==> src/rtl/seq_log_pkg.sv <==
// Shared widths and the log entry layout for the sequence-detection event logger.
package seq_log_pkg;

    localparam int unsigned DATA_W = 24;
    localparam int unsigned TS_W   = 16;
    localparam int unsigned CNT_W  = 16;
    localparam int unsigned DEPTH  = 8;

    localparam logic [CNT_W-1:0] CNT_MAX = '1;

    typedef struct packed {
        logic [TS_W-1:0]   ts;
        logic [DATA_W-1:0] lfsr;
    } log_entry_t;

endpackage

==> src/rtl/sync_fifo.sv <==
// First-word fall-through FIFO with exact level count and a synchronous clear.
module sync_fifo #(
    parameter int unsigned WIDTH = 8,
    parameter int unsigned DEPTH = 8
) (
    input  logic                       clk,
    input  logic                       reset,
    input  logic                       clr_i,
    input  logic                       push_i,
    input  logic                       pop_i,
    input  logic [WIDTH-1:0]           wdata_i,
    output logic [WIDTH-1:0]           rdata_o,
    output logic [$clog2(DEPTH):0]     level_o,
    output logic                       full_o,
    output logic                       empty_o
);

    localparam int unsigned AW = $clog2(DEPTH);
    localparam int unsigned LW = AW + 1;

    logic [WIDTH-1:0] mem_q [DEPTH];
    logic [AW-1:0]    wptr_q, wptr_d;
    logic [AW-1:0]    rptr_q, rptr_d;
    logic [LW-1:0]    level_q, level_d;
    logic             push_ok, pop_ok;

    assign empty_o = (level_q == '0);
    assign full_o  = (level_q == LW'(DEPTH));
    assign level_o = level_q;
    assign rdata_o = empty_o ? '0 : mem_q[rptr_q];

    // A push into a full FIFO is only legal when the head leaves in the same cycle.
    assign pop_ok  = pop_i & ~empty_o;
    assign push_ok = push_i & (~full_o | pop_ok);

    always_comb begin
        wptr_d  = wptr_q;
        rptr_d  = rptr_q;
        level_d = level_q;
        if (clr_i) begin
            wptr_d  = '0;
            rptr_d  = '0;
            level_d = '0;
        end else begin
            if (push_ok) wptr_d = wptr_q + AW'(1);
            if (pop_ok)  rptr_d = rptr_q + AW'(1);
            case ({push_ok, pop_ok})
                2'b10:   level_d = level_q + LW'(1);
                2'b01:   level_d = level_q - LW'(1);
                default: level_d = level_q;
            endcase
        end
    end

    always_ff @(posedge clk or negedge reset) begin
        if (!reset) begin
            wptr_q  <= '0;
            rptr_q  <= '0;
            level_q <= '0;
        end else begin
            wptr_q  <= wptr_d;
            rptr_q  <= rptr_d;
            level_q <= level_d;
        end
    end

    always_ff @(posedge clk) begin
        if (push_ok && !clr_i) mem_q[wptr_q] <= wdata_i;
    end

endmodule

==> src/rtl/seq_event_logger.sv <==
// Counts rising detections of the target sequence and logs {timestamp, LFSR state}
// for each into a FWFT FIFO drained by a valid/ready reader.
module seq_event_logger #(
    parameter int unsigned DATA_W = seq_log_pkg::DATA_W,
    parameter int unsigned TS_W   = seq_log_pkg::TS_W,
    parameter int unsigned CNT_W  = seq_log_pkg::CNT_W,
    parameter int unsigned DEPTH  = seq_log_pkg::DEPTH
) (
    input  logic                   clk,
    input  logic                   reset,
    input  logic [DATA_W-1:0]      lfsr_reg,
    input  logic                   seq_detected,
    input  logic                   en,
    input  logic                   clr,
    input  logic                   rd_ready,
    output logic                   rd_valid,
    output logic [TS_W+DATA_W-1:0] rd_data,
    output logic [CNT_W-1:0]       det_count,
    output logic                   overflow,
    output logic [$clog2(DEPTH):0] fifo_level
);

    import seq_log_pkg::*;

    localparam logic [CNT_W-1:0] CNT_SAT = '1;

    logic [TS_W-1:0]  ts_q, ts_d;
    logic [CNT_W-1:0] cnt_q, cnt_d;
    logic             ovf_q, ovf_d;
    logic             seq_prev_q;
    logic             evt, pop, push, drop;
    logic             fifo_full, fifo_empty;

    assign evt      = en & seq_detected & ~seq_prev_q;
    assign rd_valid = ~fifo_empty;
    assign pop      = rd_valid & rd_ready;
    assign push     = evt & (~fifo_full | pop);
    assign drop     = evt & fifo_full & ~pop;

    // clr wins over counting, dropping and the timestamp advance.
    always_comb begin
        ts_d  = ts_q + TS_W'(1);
        cnt_d = cnt_q;
        ovf_d = ovf_q;
        if (clr) begin
            ts_d  = '0;
            cnt_d = '0;
            ovf_d = 1'b0;
        end else begin
            if (evt && cnt_q != CNT_SAT) cnt_d = cnt_q + CNT_W'(1);
            if (drop) ovf_d = 1'b1;
        end
    end

    always_ff @(posedge clk or negedge reset) begin
        if (!reset) begin
            ts_q       <= '0;
            cnt_q      <= '0;
            ovf_q      <= 1'b0;
            seq_prev_q <= 1'b0;
        end else begin
            ts_q       <= ts_d;
            cnt_q      <= cnt_d;
            ovf_q      <= ovf_d;
            seq_prev_q <= seq_detected;
        end
    end

    sync_fifo #(
        .WIDTH (TS_W + DATA_W),
        .DEPTH (DEPTH)
    ) u_fifo (
        .clk     (clk),
        .reset   (reset),
        .clr_i   (clr),
        .push_i  (push),
        .pop_i   (pop),
        .wdata_i ({ts_q, lfsr_reg}),
        .rdata_o (rd_data),
        .level_o (fifo_level),
        .full_o  (fifo_full),
        .empty_o (fifo_empty)
    );

    assign det_count = cnt_q;
    assign overflow  = ovf_q;

endmodule
==> config.mk <==
export PLATFORM = sky130hd
export DESIGN_NAME = seq_event_logger
export DESIGN_NICKNAME = d
export VERILOG_FILES = /design/src/rtl/seq_log_pkg.sv /design/src/rtl/sync_fifo.sv /design/src/rtl/seq_event_logger.sv
export SDC_FILE = /design/constraint.sdc
export NUM_CORES = 1
export LEC_CHECK = 0
export ABC_CLOCK_PERIOD_IN_PS = 13200
export BUFFER_PORTS_ARGS = -buffer_cell sky130_fd_sc_hd__clkbuf_2
export CORE_UTILIZATION = 60
export CTS_CLUSTER_DIAMETER = 50
export DETAILED_ROUTE_END_ITERATION = 8
export PLACE_DENSITY = 0.84
export SLEW_MARGIN = 25
export SYNTH_ARGS = -nofsm -noshare
export SYNTH_HDL_FRONTEND = slang
export SYNTH_SLANG_ARGS = --single-unit
==> constraint.sdc <==
create_clock -name clk -period 13.2 [get_ports clk]
set_input_delay 2.64 -clock clk [delete_from_list [all_inputs] [get_ports clk]]
set_output_delay 2.64 -clock clk [all_outputs]
set_load 0.05 [all_outputs]
# --- After elaboration in Yosys (flattened, before gate mapping) ---
# Memory sizes are Yosys's and may differ from the RTL's.
# Cells that the tools add are included.
# W data, S select, Z words.
totals:
  ff_bits: 44
  latch_bits: 0
  romBits: 0
  n_memories: 1
  inputBits: 30
  ramBits: 320
  output_inout_bits: 62
op_classes:
  mul: 0
  bitwise_logic: 14
  n_lt_le_gt_ge: 0
  mux: 14
  div: 0
  n_addsub: 6
  n_reduce_logical: 9
  n_eq_ne: 4
  shifts: 0
memory_table:
  columns: ["name", "words", "width", "read_ports", "rd_ports_with_merged_regs", "wr", "line", "text"]
  rows:
  - ["u_fifo.mem_q", 8, 40, 1, 0, 1, "sync_fifo.sv:21", "logic [WIDTH-1:0] mem_q [DEPTH];"]
ops:
  columns: ["op", "n"]
  rows:
  - ["$mux W16", 3]
  - ["$mux W40", 1]
  - ["$add A16 B1 Y16 const B", 2]
  - ["$ne A16 B16 Y1 const B", 1]
  - ["$mux W3", 4]
  - ["$and A1 B1 Y1", 8]
  - ["$pmux W4 S2", 1]
  - ["$reduce_bool A2 Y1", 4]
  - ["$add A3 B1 Y3 const B", 2]
  - ["$add A4 B1 Y4 const B", 1]
  - ["$eq A4 B4 Y1 const B", 1]
  - ["$logic_not A4 Y1", 1]
  - ["$mux W1", 4]
  - ["$mux W4", 1]
  - ["$not A1 Y1", 4]
  - ["$sub A4 B1 Y4 const B", 1]
  - ["$reduce_bool A3 Y1", 1]
  - ["$eq A2 B1 Y1 const B", 1]
  - ["$eq A2 B2 Y1 const B", 1]
  - ["$logic_and A1 B1 Y1", 2]
  - ["$or A1 B1 Y1", 2]
  - ["$logic_not A1 Y1", 1]

# --- Logic depth before layout (Yosys ltp) ---
depth:
  ltp_word: 9
  mapped_depth: 10
  depth_no_buf: 9

# --- Cells and area by module ---
# A second synthesis with hierarchy kept.
hier_totals:
  hier_cells: 763
  hier_area_um2: 14542.7
modules_own_cells:
  columns: ["module", "cells_per_inst", "seq_area_each_um2", "n_inst", "area_each_um2"]
  rows:
  - ["sync_fifo", 581, 9859.5, 1, 12781.0]
  - ["seq_event_logger", 182, 850.8, 1, 1761.7]

# --- Worst setup path before layout ---
# OpenSTA, ideal clock, no wires.
synth_path:
  path_type: "input-to-reg"
  start: "in seq_detected"
  end: "mem u_fifo.mem_q[1][0] (netlist name) (enable)"
  path_buffers: 1
  arrival_ns: 6.310
  setup_ns: 0.487
  required_ns: 12.713
  slack_ns: 6.403
  path_stages: 5
  path_cell_list: "and3b_1 > buf_2 > o21ai_2 > or3b_2 > nor3_1"
synth_via:
  elab_chain_cells: 7
synth_lines:
  columns: ["element", "line", "text"]
  rows:
  - ["start: declaration", "seq_event_logger.sv:12", "input logic seq_detected,"]
  - ["$and A1 B1 Y1 (2 in a row)", "seq_event_logger.sv:34", "assign evt = en & seq_detected & ~seq_prev_q;"]
  - ["$and A1 B1 Y1", "seq_event_logger.sv:37", "assign push = evt & (~fifo_full | pop);"]
  - ["$and A1 B1 Y1", "sync_fifo.sv:34", "assign push_ok = push_i & (~full_o | pop_ok);"]
  - ["$logic_and A1 B1 Y1", "sync_fifo.sv:68", "if (push_ok && !clr_i) mem_q[wptr_q] <= wdata_i;"]
  - ["$mux W1", "sync_fifo.sv:68", null]
  - ["$mux W1 (implied by the code)", "sync_fifo.sv:68", null]
  - ["end: declaration", "sync_fifo.sv:21", null]
# No other way between the ends.

# --- Final worst setup path ---
layout_path:
  start: "reg u_fifo.rptr_q[0]"
  end: "out rd_data[6]"
layout_via:
  elab_chain_cells: 2
layout_lines:
  columns: ["element", "line", "text"]
  rows:
  - ["start: declaration", "sync_fifo.sv:23", "logic [AW-1:0] rptr_q, rptr_d;"]
  - ["start signal: assignment", "sync_fifo.sv:62", "rptr_q <= rptr_d;"]
  - ["$mem_v2 Z8 W40", null, null]
  - ["$mux W40", "sync_fifo.sv:30", "assign rdata_o = empty_o ? '0 : mem_q[rptr_q];"]
  - ["end: declaration", "seq_event_logger.sv:17", "output logic [TS_W+DATA_W-1:0] rd_data,"]
# No other way between the ends.

==> summary.log <==
qor: global_route.grt_max_degree 83
qor: timing.setup_total_negative_slack 0 ns
qor: synth.synth.distinct_cells 51
qor: timing.setup_slack 7.37 ns
qor: timing.fin_worst_hold_slack 0.515 ns
qor: worst_setup_path.startpoint u_fifo.rptr_q[0]
qor: global_route.global_route.usage.met1 0.320
qor: worst_setup_path.cp_num_buf_inv 2
qor: worst_setup_path.critPathArrivalTime 3.19 ns
qor: clock_tree.h-tree-depth 2
qor: pwr.p_leak 0.00553 uW
qor: floorplanning.rows 56
qor: cells_and_area.finalCoreUtilization 0.702
qor: worst_setup_path.timing_worst_setup_path_type reg -> out
qor: placed_design.dpl_worst_slack 7.77 ns
qor: drt.avgViaCountPerCell 6.27
qor: global_route.global_route_wire_length_before_repair 43,200 um
qor: worst_setup_path.worstSetupStartpointType register
qor: placed_design.place.port_buffers 91
qor: drt.drc_errors 0
qor: outcome.outcome complete, no violations
qor: global_route.vias_in_the_first_global_route 7,741
qor: clock_tree.post-cts-setup-buffers 0
qor: clock_tree.holdBufCountCts 0
qor: timing.worst-slew-pin-transition 0.870 ns
qor: synth.synth.most_common_cell sky130_fd_sc_hd__edfxtp_1
qor: worst_setup_path.worstPathCellList buf_6 -> mux4_2 -> mux2i_1 -> nor2_1 -> clkbuf_2
qor: synth.synth.avg_cell_area 19.0 um2
qor: pwr.vdd.ir_drop.worst 207 uV
qor: clock_tree.numCtsBuffers 36
qor: min_path.hold_path_class reg -> reg
qor: synth.ys_seq_elements 364
qor: floorplanning.top_level_i_o_count 92
qor: min_path.hold_path_startpoint overflow
qor: clock_tree.cts_resized 0
qor: global_route.global_route_hottest_layer met2
qor: floorplanning.floorplan.core_area 0.0236 mm2
qor: clock_tree.insertion_delay 0.52 ns
qor: global_route.gr-total-overflow 0
qor: timing.final.setup_skew 0.0184 ns
qor: cells_and_area.drive_above_1_share 0.294
qor: timing.finalSetupViolations 0
qor: synth.async_flop_share 0.121
qor: clock_tree.tritoncts yes
qor: drt.ant_nets 0
qor: drt.detail_route.wl_per_cell 23.4 um
qor: synth.post_synth_inst_count 767
qor: pwr.report.power.total 3130 uW
qor: cells_and_area.nets 909
qor: placed_design.globalplace.congestion 0.822
qor: timing.report.final.slew_viol_count 0
qor: floorplanning.effective_utilization_at_floorplan 0.616
qor: timing.slew-limit-headroom 0.415
qor: timing.clock.fmax 172 MHz
qor: synth.yosys-top-cells-area sky130_fd_sc_hd__edfxtp_1, sky130_fd_sc_hd__mux4_2, sky130_fd_sc_hd__dfrtp_1
qor: synth.yosysSeqAreaShare 0.737
qor: worst_setup_path.critical-path-top-delay-family buffers and inverters
qor: worst_setup_path.setup.worst_path.end_class output port
qor: synth.synth_top_cell_area_share 0.661
qor: global_route.globalRouteMet2Util 0.403
qor: worst_setup_path.timing.critical_path.slowest_stage_cell sky130_fd_sc_hd__dfrtp_4
qor: synth.postSynth.topFlopCell sky130_fd_sc_hd__edfxtp_1
qor: worst_setup_path.timing.critical_path.required 10.56 ns
qor: clock_tree.maximum_buffer_depth_of_the_clock_tree 3
qor: drt.detailroute.via_count 7,628
qor: pwr.total_power_divided_by_cell_area 189 mW/mm2
qor: floorplanning.dieArea 0.0249 mm2
qor: drt.wirelength 28,500 um
qor: clock_tree.clock_sinks 364
qor: run.cap_viol_max_count 0
qor: cells_and_area.antenna_cells_inserted 0
qor: worst_setup_path.r2r_start u_fifo.level_o[1]
qor: floorplanning.die_width 158 um
qor: worst_setup_path.max_stage_delay 0.78 ns
qor: clock_tree.cts.clk_slew.worst_paths 0.06 ns
qor: cells_and_area.synthToLayoutAreaGrowth 14.1%
qor: synth.yosys.area.top_type sky130_fd_sc_hd__edfxtp_1
qor: clock_tree.ctsRootBufferMaster sky130_fd_sc_hd__clkbuf_16
qor: synth.synth.yosys.warnings 0
qor: floorplanning.die_height 158 um
qor: synth.postSynthNetCount 803
qor: drt.detailedRoute.firstPassIterationCount 5
qor: placed_design.dpl.hpwl 14,600 um
qor: global_route.use_met3 0.0315
qor: global_route.antenna_found_initial 0
qor: worst_setup_path.crit_fanout 55
qor: timing.grt_setup_unrepaired no
qor: drt.drt_first_iter_violations 738
qor: synth.syn-cell-area 0.0145 mm2
qor: timing.period_share 0.442
qor: synth.synth-edff-count 320
qor: synth.synth.top_cells.by_count sky130_fd_sc_hd__edfxtp_1, sky130_fd_sc_hd__mux4_2, sky130_fd_sc_hd__nor2_1
qor: timing.report.final.hold_viol_count 0
qor: timing.final_period_minus_worst_setup_slack 5.83 ns
qor: global_route.grtUsageTotal 0.237
==> stage by stage <==
step / area, um2 / cells
final: 16600 / 1217
after global routing: 16600 / 1217
after CTS: 16600 / 1217
after detailed placement: 15400 / 1154
after global placement: 15400 / 1154
after floorplan: 14500 / 767
==> registers in the layout (all words and copies together), names as in the netlist <==
signal,count
det_count,16
overflow,1
seq_prev_q,1
ts_q,16
u_fifo.level_o,4
u_fifo.mem_q,320
u_fifo.rptr_q,3
u_fifo.wptr_q,3
==> worst min-delay path: cells and delay by family, from the launching register on <==
kind,cells,cell delay [ns]
compound gates,1,0.05
flops,1,0.34
simple gates,1,0.08
==> cell type report <==
| type | instances | area, um2 |
|---|---|---|
| repair buffers | 105 | 568 |
| multi-input cells | 360 | 3710 |
| fillers | 1409 | 7030 |
| flip-flops and latches | 364 | 10700 |
| inverters | 6 | 22.5 |
| clock buffers | 50 | 1010 |
| clock inverters | 13 | 148 |
| well taps | 319 | 399 |
==> routing by layer <==
metal,part of all wire,vias up
li1,-,3295
met1,0.40,3927
met2,0.51,360
met3,0.068,46
met4,0.019,0
met5,0,-
==> power by group <==
| part | internal [uW] | switching (uW) | leakage (uW) |
|---|---|---|---|
| Combinational | 251 | 576 | 0.00145 |
| Sequential | 1260 | 39.3 | 0.00351 |
| Clock | 597 | 408 | 0.000570 |
| Total | 2110 | 1020 | 0.00553 |
==> cells in the final DEF, fill, tap and decap left out, types with 6 or more instances in the layout <==
cell type                     n
sky130_fd_sc_hd__mux2i_1     42
sky130_fd_sc_hd__mux2_2       9
sky130_fd_sc_hd__xnor2_1     10
sky130_fd_sc_hd__clkbuf_16   37
sky130_fd_sc_hd__inv_1        6
sky130_fd_sc_hd__edfxtp_1   320
sky130_fd_sc_hd__clkbuf_1     9
sky130_fd_sc_hd__a21oi_1     15
sky130_fd_sc_hd__xor2_1       6
sky130_fd_sc_hd__nand2_1     10
sky130_fd_sc_hd__mux4_2      80
sky130_fd_sc_hd__ha_1         6
sky130_fd_sc_hd__nor2_4       6
sky130_fd_sc_hd__nand2b_1     6
sky130_fd_sc_hd__clkbuf_2    91
sky130_fd_sc_hd__buf_4       12
sky130_fd_sc_hd__nor2b_1     10
sky130_fd_sc_hd__nor4_1       7
sky130_fd_sc_hd__nand3_1     16
sky130_fd_sc_hd__nor2_1      71
sky130_fd_sc_hd__dfrtp_1     41
sky130_fd_sc_hd__nor3_1      11
==> worst paths after layout <==
path | to | slack, ns | depth (start not counted)
setup / recovery | rd_data[6] | 7.37 | 5
hold / removal | overflow | 0.52 | 2
setup reg to reg | u_fifo.level_o[3] | 9.89 | 10
hold reg to reg | overflow | 0.52 | 2
max in group asynchronous | u_fifo.rptr_q[0] | 10.52 | 2
min in group asynchronous | ts_q[14] | 2.22 | 2
==> cells by family (layout without fill, tap and decap cells) <==
| logic type | Yosys count | in the layout | synth area share |
|---|---|---|---|
| DFF | 364 | 364 | 0.737 |
| and+or+nand+nor | 166 | 166 | 0.0583 |
| muxes | 131 | 131 | 0.160 |
| buffers and inverters | 43 | 174 | 0.0119 |
| AOI/OAI and AO/OA | 41 | 41 | 0.0188 |
| xor gates and xnor gates | 16 | 16 | 0.00964 |
| adders and majority gates | 6 | 6 | 0.00516 |
No activity file was read; power rests on OpenSTA's default activity.
